File: config.mk
export PLATFORM = sky130hd
export DESIGN_NAME = input_frontend
export DESIGN_NICKNAME = d
export VERILOG_FILES = /design/src/rtl/input_frontend_pkg.sv /design/src/rtl/input_frontend_debounce_ch.sv /design/src/rtl/input_frontend.sv
export SDC_FILE = /design/constraint.sdc
export NUM_CORES = 1
export LEC_CHECK = 0
export CAP_MARGIN = 20
export CORE_ASPECT_RATIO = 1.25
export CORE_MARGIN = 3
export CORE_UTILIZATION = 30
export CTS_CLUSTER_DIAMETER = 120
export DETAILED_ROUTE_END_ITERATION = 8
export MAX_ROUTING_LAYER = met4
export RECOVER_POWER = 25
export SLEW_MARGIN = 20
export SYNTH_ARGS = -nofsm -noshare
export SYNTH_HDL_FRONTEND = slang
export SYNTH_SLANG_ARGS = --single-unit
File: constraint.sdc
create_clock -name clk -period 2.5 [get_ports clk]
set_clock_uncertainty 0.05 [all_clocks]
set_input_delay 0.25 -clock clk [delete_from_list [all_inputs] [get_ports clk]]
set_output_delay 0.25 -clock clk [all_outputs]
set_load 0.05 [all_outputs]
File: src/rtl/input_frontend_pkg.sv
// -----------------------------------------------------------------------------
// input_frontend_pkg
// Shared definitions for the board-input front end:
//   - rot_state_t  : rotary quadrature FSM state encoding (2 bits)
//   - deb_cycles() : debounce window in clock cycles (MHz * us)
//   - deb_cnt_w()  : width of a counter that must be able to hold DEB_CYC
// -----------------------------------------------------------------------------
package input_frontend_pkg;

    typedef enum logic [1:0] {
        ROT_IDLE     = 2'd0,
        ROT_A_LEAD   = 2'd1,
        ROT_B_LEAD   = 2'd2,
        ROT_WAIT_REL = 2'd3
    } rot_state_t;

    function automatic int deb_cycles(input int clk_freq_mhz, input int jitter_us);
        return clk_freq_mhz * jitter_us;
    endfunction

    function automatic int deb_cnt_w(input int deb_cyc);
        return (deb_cyc < 1) ? 1 : $clog2(deb_cyc + 1);
    endfunction

endpackage

File: src/rtl/input_frontend_debounce_ch.sv
// -----------------------------------------------------------------------------
// debounce_ch
// One input channel: two-flop synchroniser, debounce counter, level register
// and registered one-cycle rise/fall pulses that coincide with the new level.
//
// Build option: INPUT_DEBOUNCE_EN
//   defined   -> level toggles once the synchronised input has differed from it
//                for DEB_CYC consecutive cycles (glitches shorter are dropped)
//   undefined -> no counter; the level is the second synchroniser flop
//
// Ports
//   clk      : clock
//   rst_n    : asynchronous active-low reset
//   i_raw    : raw pin, asynchronous to clk
//   o_level  : debounced level (resets to INIT)
//   o_rise   : one-cycle pulse in the first cycle o_level reads 1
//   o_fall   : one-cycle pulse in the first cycle o_level reads 0
// -----------------------------------------------------------------------------
module debounce_ch
    import input_frontend_pkg::*;
#(
    parameter int   DEB_CYC = 1,
    parameter logic INIT    = 1'b0
) (
    input  logic clk,
    input  logic rst_n,
    input  logic i_raw,
    output logic o_level,
    output logic o_rise,
    output logic o_fall
);

    if (DEB_CYC < 1) begin : g_deb_chk
        $error("debounce_ch: DEB_CYC must be at least 1");
    end

    logic r_sync1;
    logic r_level;
    logic r_rise;
    logic r_fall;

`ifdef INPUT_DEBOUNCE_EN
    localparam int                CNT_W    = deb_cnt_w(DEB_CYC);
    localparam logic [CNT_W-1:0]  CNT_LAST = CNT_W'(DEB_CYC - 1);

    logic             r_sync2;
    logic [CNT_W-1:0] r_cnt;
    logic             w_flip;

    // The counter value DEB_CYC is never stored: the cycle that would reach it
    // is the cycle the level flips and the counter clears.
    assign w_flip = (r_sync2 != r_level) && (r_cnt == CNT_LAST);

    always_ff @(posedge clk or negedge rst_n) begin
        if (!rst_n) begin
            r_sync1 <= INIT;
            r_sync2 <= INIT;
            r_level <= INIT;
            r_cnt   <= '0;
            r_rise  <= 1'b0;
            r_fall  <= 1'b0;
        end else begin
            r_sync1 <= i_raw;
            r_sync2 <= r_sync1;
            r_rise  <= w_flip & ~r_level;
            r_fall  <= w_flip &  r_level;
            if (r_sync2 == r_level) begin
                r_cnt <= '0;
            end else if (w_flip) begin
                r_cnt   <= '0;
                r_level <= ~r_level;
            end else begin
                r_cnt <= r_cnt + 1'b1;
            end
        end
    end
`else
    // Second synchroniser flop doubles as the level register, giving a
    // two-cycle pin-to-level latency.
    always_ff @(posedge clk or negedge rst_n) begin
        if (!rst_n) begin
            r_sync1 <= INIT;
            r_level <= INIT;
            r_rise  <= 1'b0;
            r_fall  <= 1'b0;
        end else begin
            r_sync1 <= i_raw;
            r_level <= r_sync1;
            r_rise  <=  r_sync1 & ~r_level;
            r_fall  <= ~r_sync1 &  r_level;
        end
    end
`endif

    assign o_level = r_level;
    assign o_rise  = r_rise;
    assign o_fall  = r_fall;

endmodule

File: src/rtl/input_frontend.sv
// -----------------------------------------------------------------------------
// input_frontend
// Board-input front end: debounced buttons with edge pulses, a quadrature
// rotary decoder and NUM_PTR wrap-around pointers steered by the encoder.
//
// Build option: INPUT_DEBOUNCE_EN (see debounce_ch); undefined removes the
// debounce counters and leaves only the synchronisers.
//
// Ports
//   clk, rst_n         : clock, asynchronous active-low reset
//   btn_i[NUM_BTN]     : raw button/switch pins
//   rot_a, rot_b       : raw encoder pins
//   sel                : pointer that rotary steps act on and ptr_o shows
//   ptr_clr            : synchronous clear of all pointers (wins over a step)
//   btn_level/rise/fall: debounced levels and one-cycle edge pulses
//   rot_inc, rot_dec   : one-cycle step pulses
//   ptr_o              : pointer[sel], combinational
//   ptr_all            : pointer k at [k*PTR_W +: PTR_W]
//
// Rotary FSM, input is the debounced pair {a,b}
//   state        | meaning
//   ROT_IDLE     | detent, both released (00)
//   ROT_A_LEAD   | a went high first (10); 11 next is a dec step
//   ROT_B_LEAD   | b went high first (01); 11 next is an inc step
//   ROT_WAIT_REL | step taken or ambiguous 11; wait for 00
// -----------------------------------------------------------------------------
module input_frontend
    import input_frontend_pkg::*;
#(
    parameter int                 CLK_FREQ  = 50,
    parameter int                 JITTER_US = 10000,
    parameter int                 NUM_BTN   = 4,
    parameter logic [NUM_BTN-1:0] BTN_INIT  = '0,
    parameter int                 NUM_PTR   = 4,
    parameter int                 PTR_W     = 5
) (
    input  logic                       clk,
    input  logic                       rst_n,
    input  logic [NUM_BTN-1:0]         btn_i,
    input  logic                       rot_a,
    input  logic                       rot_b,
    input  logic [$clog2(NUM_PTR)-1:0] sel,
    input  logic                       ptr_clr,
    output logic [NUM_BTN-1:0]         btn_level,
    output logic [NUM_BTN-1:0]         btn_rise,
    output logic [NUM_BTN-1:0]         btn_fall,
    output logic                       rot_inc,
    output logic                       rot_dec,
    output logic [PTR_W-1:0]           ptr_o,
    output logic [NUM_PTR*PTR_W-1:0]   ptr_all
);

    localparam int DEB_CYC = deb_cycles(CLK_FREQ, JITTER_US);

    if (NUM_PTR < 2 || (NUM_PTR & (NUM_PTR - 1)) != 0) begin : g_ptr_chk
        $error("input_frontend: NUM_PTR must be a power of two >= 2");
    end

    for (genvar g = 0; g < NUM_BTN; g++) begin : g_btn
        debounce_ch #(
            .DEB_CYC (DEB_CYC),
            .INIT    (BTN_INIT[g])
        ) u_deb (
            .clk     (clk),
            .rst_n   (rst_n),
            .i_raw   (btn_i[g]),
            .o_level (btn_level[g]),
            .o_rise  (btn_rise[g]),
            .o_fall  (btn_fall[g])
        );
    end

    logic w_a_lvl, w_a_rise, w_a_fall;
    logic w_b_lvl, w_b_rise, w_b_fall;

    debounce_ch #(.DEB_CYC(DEB_CYC), .INIT(1'b0)) u_deb_a (
        .clk     (clk),
        .rst_n   (rst_n),
        .i_raw   (rot_a),
        .o_level (w_a_lvl),
        .o_rise  (w_a_rise),
        .o_fall  (w_a_fall)
    );

    debounce_ch #(.DEB_CYC(DEB_CYC), .INIT(1'b0)) u_deb_b (
        .clk     (clk),
        .rst_n   (rst_n),
        .i_raw   (rot_b),
        .o_level (w_b_lvl),
        .o_rise  (w_b_rise),
        .o_fall  (w_b_fall)
    );

    logic [1:0] w_ab;
    logic       w_ab_evt;

    assign w_ab = {w_a_lvl, w_b_lvl};
    // Every state is self-stable for the code that led into it, so the FSM
    // only needs to evaluate in the cycle a debounced level has just changed.
    assign w_ab_evt = w_a_rise | w_a_fall | w_b_rise | w_b_fall;

    rot_state_t r_state;
    rot_state_t w_state_nxt;
    logic       w_inc;
    logic       w_dec;

    always_ff @(posedge clk or negedge rst_n) begin
        if (!rst_n) begin
            r_state <= ROT_IDLE;
        end else begin
            r_state <= w_state_nxt;
        end
    end

    always_comb begin
        w_state_nxt = r_state;
        w_inc       = 1'b0;
        w_dec       = 1'b0;
        if (w_ab_evt) begin
            case (r_state)
                ROT_IDLE: begin
                    case (w_ab)
                        2'b10:   w_state_nxt = ROT_A_LEAD;
                        2'b01:   w_state_nxt = ROT_B_LEAD;
                        2'b11:   w_state_nxt = ROT_WAIT_REL;
                        default: w_state_nxt = ROT_IDLE;
                    endcase
                end
                ROT_A_LEAD: begin
                    if (w_ab == 2'b11) begin
                        w_state_nxt = ROT_WAIT_REL;
                        w_dec       = 1'b1;
                    end else if (w_ab == 2'b00) begin
                        w_state_nxt = ROT_IDLE;
                    end
                end
                ROT_B_LEAD: begin
                    if (w_ab == 2'b11) begin
                        w_state_nxt = ROT_WAIT_REL;
                        w_inc       = 1'b1;
                    end else if (w_ab == 2'b00) begin
                        w_state_nxt = ROT_IDLE;
                    end
                end
                ROT_WAIT_REL: begin
                    if (w_ab == 2'b00) begin
                        w_state_nxt = ROT_IDLE;
                    end
                end
                default: w_state_nxt = ROT_IDLE;
            endcase
        end
    end

    logic             r_inc;
    logic             r_dec;
    logic [PTR_W-1:0] r_ptr [NUM_PTR];

    always_ff @(posedge clk or negedge rst_n) begin
        if (!rst_n) begin
            r_inc <= 1'b0;
            r_dec <= 1'b0;
            for (int k = 0; k < NUM_PTR; k++) begin
                r_ptr[k] <= '0;
            end
        end else begin
            r_inc <= w_inc;
            r_dec <= w_dec;
            if (ptr_clr) begin
                for (int k = 0; k < NUM_PTR; k++) begin
                    r_ptr[k] <= '0;
                end
            end else if (w_inc) begin
                r_ptr[sel] <= r_ptr[sel] + 1'b1;
            end else if (w_dec) begin
                r_ptr[sel] <= r_ptr[sel] - 1'b1;
            end
        end
    end

    for (genvar k = 0; k < NUM_PTR; k++) begin : g_ptr_out
        assign ptr_all[k*PTR_W +: PTR_W] = r_ptr[k];
    end

    assign ptr_o   = r_ptr[sel];
    assign rot_inc = r_inc;
    assign rot_dec = r_dec;

endmodule

# After elaboration in Yosys (flattened, before gate mapping)
# Index checks and enable logic that the tools add are counted.
[classes]
n_bitwise = 28
reduce_logical = 5
mux = 19
n_addsub = 2
order_cmp = 2
n_eq_ne = 6
[op_table]
columns = ["cell", "n"]
rows = [
  ["$mux 20", 3],
  ["$bwmux 20", 2],
  ["$mux 5", 3],
  ["$and 1x1->1", 12],
  ["$not 1->1", 12],
  ["$pmux 2 s3", 2],
  ["$bmux 5 s2", 1],
  ["$demux 5 s2", 1],
  ["$eq 2x2->1 const B", 4],
  ["$add 5x1->5 const B", 1],
  ["$mux 1", 5],
  ["$sub 5x1->5 const B", 1],
  ["$eq 2x1->1 const B", 2],
  ["$logic_not 2->1", 2],
  ["$mux 2", 2],
  ["$ge 3x3->1 const B", 1],
  ["$lt 3x1->1 const B", 1],
  ["$not 2->3", 1],
  ["$or 1x1->1", 3],
  ["$reduce_bool 3->1", 1],
  ["$reduce_or 2->1", 1],
  ["$logic_and 1x1->1", 1],
]
[word_totals]
elab_cells = 93
output_inout_bits = 39
regBits = 48

# Depth between registers and ports, before layout
[logic_depth]
depth_word = 9
mapped_depth = 8

# Cells and area by module
# From an unflattened synthesis, not the netlist that was laid out.
[hier_totals]
cells_unflattened = 191
hier_area_um2 = 2242.2
[by_module_without_submodules]
columns = ["module", "instances", "seq_area_each_um2", "area_each_um2", "cells_each"]
rows = [
  ["input_frontend", 1, 600.6, 1551.5, 155],
  ["debounce_ch", 6, 100.1, 115.1, 6],
]

# Least setup slack after synthesis
# Ideal clock, no wire load.
[synth_path]
path_kind = "register to register"
from = "register r_ptr, in the netlist ptr_all[15]"
to = "register r_ptr, in the netlist ptr_all[3]"
path_slack_ns = 0.068
synth_period_minus_slack_ns = 2.432
t_required_ns = 2.346
stages_incl_launch_ff = 5
setup_time_ns = 0.104
arrival_ns = 2.278
path_cell_list = "dfrtp_1 -> mux4_2 -> or4_4 -> a211o_1 -> o311ai_1"
[synth_between]
elab_chain_cells = 8
[synth_rtl]
columns = ["element", "line", "text"]
rows = [
  ["from (decl)", "input_frontend.sv:157", "logic [PTR_W-1:0] r_ptr [NUM_PTR];"],
  ["from (signal, indexed assignment)", "input_frontend.sv:174", "r_ptr[sel] <= r_ptr[sel] + 1'b1;"],
  ["from (signal, indexed assignment)", "input_frontend.sv:176", "r_ptr[sel] <= r_ptr[sel] - 1'b1;"],
  ["$bmux 5 s2 (*)", "--", ""],
  ["$mux 5 (*) (2 in series)", "--", ""],
  ["net ptr_o[0]", "input_frontend.sv:49", "output logic [PTR_W-1:0] ptr_o,"],
  ["$sub 5x1->5", "input_frontend.sv:176", ""],
  ["$bwmux 20", "input_frontend.sv:176", ""],
  ["$mux 20", "input_frontend.sv:175", "end else if (w_dec) begin"],
  ["$mux 20 (*)", "input_frontend.sv:173", "end else if (w_inc) begin"],
  ["$mux 20 (*)", "input_frontend.sv:169", "if (ptr_clr) begin"],
]
# The timed path passes the listed nets; every way through them passes the cells marked *. The select of a mux whose other input is x is not followed.
# A chain may end at the register's enable or synchronous reset.

# Worst setup path in the final report
[layout_path]
from = "input sel[0]"
to = "register r_ptr, in the netlist ptr_all[3]"
[layout_between]
elab_chain_cells = 9
[layout_rtl]
columns = ["element", "line", "text"]
rows = [
  ["from (decl)", "input_frontend.sv:42", "input logic [$clog2(NUM_PTR)-1:0] sel,"],
  ["$not 2->3 (not written as such) (*)", "input_frontend.sv:174, input_frontend.sv:176", ""],
  ["$bmux 5 s2, or another cell as far along", "input_frontend.sv:174, input_frontend.sv:176", ""],
  ["$mux 5 (not written as such) / $logic_and 1x1->1 (equally long branches)", "input_frontend.sv:174, input_frontend.sv:176", ""],
  ["$mux 5 (not written as such)", "input_frontend.sv:174, input_frontend.sv:176", ""],
  ["$sub 5x1->5 / $demux 5 s2 (equally long branches)", "input_frontend.sv:176, input_frontend.sv:174", ""],
  ["$bwmux 20", "input_frontend.sv:176", ""],
  ["$mux 20", "input_frontend.sv:175", ""],
  ["$mux 20 (*)", "input_frontend.sv:173", ""],
  ["$mux 20 (*)", "input_frontend.sv:169", ""],
]
# Mark *: on every way between the ends. The rest lies on a longest branch, timed or not. The select of a mux whose other input is x is not followed.

==> results.py <==
metrics = {
    "clock_tree": {
        "clk_pin_slew_worst_paths_ps": 90,
        "clkSinkCount": 48,
        "cts_buffers": 5,
        "ctsHoldBuffers": 1,
        "root_buffer": "clkbuf_8",
        "clk_path_buf_depth": 2,
        "h-tree-depth": 2,
        "post_cts_buffers": 0,
        "insertion_delay_ps": 300,
        "post_cts.resized_instances": 0,
        "tritoncts": "built",
    },
    "timing": {
        "setup_viol": 0,
        "finalCriticalPeriod_ps": 2270,
        "drv_slew": 0,
        "worst_pin_slew_ps": 902,
        "hold_viol_final": 0,
        "relSlewSlack": 0.399,
        "holdWs_ps": 348,
        "post-route-period-util": 0.909,
        "rsz0062_at_grt": "false",
        "fmax_mhz": 440,
        "fin_tns_setup_ps": 0,
        "layout_setup_ws_ps": 226,
    },
    "synthesis": {
        "synth_nets": 210,
        "ys_ff_latch": 48,
        "syn_area_per_cell_um2": 11.6,
        "synthFlopType": "dfrtp_1",
        "async_flop_share": 1.00,
        "yosysWarnings": 0,
        "yosysSeqAreaShare": 0.537,
        "synth_edf_count": 0,
        "yosysUniqueCellTypes": 33,
        "synthCells": 193,
        "syn-cell-area_um2": 2240,
    },
    "grt": {
        "grt_pass1_wl_um": 7900,
        "grt_pass1_vias": 1581,
        "antenna_found_initial": 0,
        "gr-total-overflow": 0,
        "grt_usage": 0.121,
        "grt_max_degree": 19,
    },
    "detailed_routing": {
        "ant_nets": 0,
        "drc": 0,
        "dr_wl_met2_um": 2460,
        "wl_per_cell_um": 14.3,
        "m1WireLength_um": 2120,
        "wirelength_um": 4840,
        "routed-via-count": 1600,
        "dr.pass1.iters": 4,
        "highest_layer": "met4",
        "wl_met3_um": 172,
        "drt-initial-drc-count": 72,
        "vias_per_cell": 4.73,
    },
    "placed_design": {
        "io_buffer_count": 49,
        "dpl.hpwl_um": 3630,
        "place_congestion": 0.764,
        "dp.cells": 329,
        "place_ws_ps": -81.4,
        "place_area_um2": 2830,
    },
    "worst_setup_path": {
        "crit_slowest_cell": "or4_4",
        "worstPathMaxFanout": 5,
        "crit_arrival_ps": 2430,
        "endpoint_kind": "flip-flop",
        "cp_top_family": "buffers and inverters",
        "rr_startpoint": "u_deb_a.o_fall",
        "reg2regPathDepth": 5,
        "critPathMaxStageDelay_ps": 600,
        "rrSetupSlack_ps": 320,
        "crit_buf_inv": 2,
        "crit_chain": "clkdlybuf4s50_1 > buf_4 > mux4_2 > or4_4 > a211o_1 > o311ai_1",
        "crit_required_ps": 2650,
        "crit_type": "primary input to flip-flop",
        "worstReg2RegEnd": "ptr_all[3]",
        "critPathLaunchType": "primary input",
    },
    "pwr": {
        "leakagePower_nw": 1.32,
        "power.share.clock": 0.306,
        "intPower_w": 0.00135,
        "swShare": 0.307,
        "p_per_area_nw_per_um2": 656,
        "switchingPower_w": 0.000596,
        "power_frac_comb": 0.248,
        "p_seq_frac": 0.446,
        "peakVddDrop_mv": 0.353,
    },
    "floorplan": {
        "ioPinCount": 50,
        "initial_utilization": 0.315,
        "core-area_um2": 7100,
        "die_h_um": 103,
        "rows": 34,
        "dieWidth_um": 83.2,
        "dieArea_um2": 8540,
    },
    "worst_hold_path": {
        "hp-class": "flip-flop to flip-flop",
        "hold_start": "g_btn[1].u_deb.r_sync1",
        "hold_depth": 0,
        "min_to": "g_btn[1].u_deb.o_level",
    },
    "final_layout": {
        "final_cells": 338,
        "area_growth_syn_to_layout_pct": 32.3,
        "stdcell_area_um2": 2960,
        "antenna_cells": 0,
        "num-nets-final": 264,
        "layout-drive-gt1-share": 0.185,
        "fill_cells": 680,
    },
    "job": {
        "drv_cap": 0,
    },
    "run_status": {
        "outcome": "finished clean",
    },
}
[state kept, by name (all words and copies together) (netlist names), 2 cells and up]
register / cells
g_btn.u_deb.r_sync1: 4
r_state: 2
g_btn.u_deb.o_level: 4
g_btn.u_deb.o_rise: 4
g_btn.u_deb.o_fall: 4
ptr_all: 20
[layout by cell type, fill, tap and decap left out, types with 2 or more instances in the layout]
cell type / n
dfrtp_1: 48
clkdlybuf4s50_1: 37
buf_4: 26
nor2_1: 21
nor2b_1: 14
nand3b_1: 12
dlygate4sd3_1: 7
nand4_1: 6
nand2_1: 6
a21oi_1: 6
ha_1: 6
clkbuf_8: 6
inv_1: 5
mux4_2: 5
a211o_1: 4
o311ai_1: 4
o31ai_1: 4
mux2i_1: 4
o311ai_0: 4
or2_2: 3
or4_4: 2
and2_1: 2
and3_1: 2
nand2b_1: 2
o21a_1: 2
[cells in the mapped netlist (2+ instances only)]
cell / count / area share
a211o_1: 4 / 0.016
a21oi_1: 6 / 0.013
and2_1: 2 / 0.0056
and3_1: 2 / 0.0056
buf_4: 12 / 0.040
buf_6: 2 / 0.010
clkbuf_1: 8 / 0.013
dfrtp_1: 48 / 0.54
ha_1: 6 / 0.034
inv_1: 5 / 0.0084
mux2i_1: 4 / 0.018
mux4_2: 5 / 0.050
nand2_1: 6 / 0.010
nand2b_1: 2 / 0.0056
nand3b_1: 12 / 0.040
nand4_1: 6 / 0.017
nor2_1: 21 / 0.035
nor2b_1: 14 / 0.039
o21a_1: 2 / 0.0067
o311ai_0: 4 / 0.016
o311ai_1: 4 / 0.016
o31ai_1: 4 / 0.013
or2_2: 3 / 0.0084
or4_4: 2 / 0.010
[power by group through the flow]
stage | Combinational (W) | Clock [W] | Sequential [W]
CTS | 0.000490 | 0.000608 | 0.000868
global placement | 0.000477 | 0 | 0.000880
floorplan | 0.000287 | 0 | 0.000929
detailed placement | 0.000489 | 0 | 0.000884
global route | 0.000525 | 0.000642 | 0.000876
finish | 0.000481 | 0.000595 | 0.000866
[worst max path at each step]
| stage | from | endpoint | slack (ps) | cells after the start |
|---|---|---|---|---|
| 6_report | sel[0] | ptr_all[3] | 230 | 6 |
| 5_1_grt | sel[0] | ptr_all[7] | 140 | 10 |
| 4_1_cts | sel[0] | ptr_all[3] | 230 | 6 |
| 3_5_place_dp | sel[0] | ptr_all[3] | -80 | 6 |
| 3_3_place_gp | sel[0] | ptr_all[14] | -50 | 8 |
| 2_1_floorplan | ptr_all[15] | ptr_all[3] | 70 | 4 |
[per-layer routing]
metal  vias to the layer above  GRT usage
met2                        33      0.199
met3                         5     0.0232
met5                         -          -
met4                         0     0.0503
met1                       792      0.147
li1                        770          -
[through the flow]
| stage | util | power, W |
|---|---|---|
| final | 0.417 | 0.00194 |
| after detailed placement | 0.398 | 0.00137 |
| after floorplan | - | 0.00122 |
| after global placement | 0.398 | 0.00136 |
| after global routing | 0.417 | 0.00204 |
| after CTS | 0.417 | 0.00197 |
[final cells by class]
class                   instances  area (um2)  area share
repair buffers                 71         639       0.216
flip-flops and latches         48        1200       0.406
inverters                       5        18.8     0.00634
clock buffers                   6        82.6      0.0279
clock inverters                 2        38.8      0.0131
well taps                      90         113      0.0381
multi-input cells             116         866       0.293
[logic make-up after synthesis]
group | share of synthesized area
xor gates and xnor gates | 0.00783
AOI/OAI and AO/OA | 0.0928
DFF | 0.537
buffers and inverters | 0.0761
muxes | 0.0682
adders and majority gates | 0.0336
and+or+nand+nor | 0.185
(Power assumes the default switching activity.)
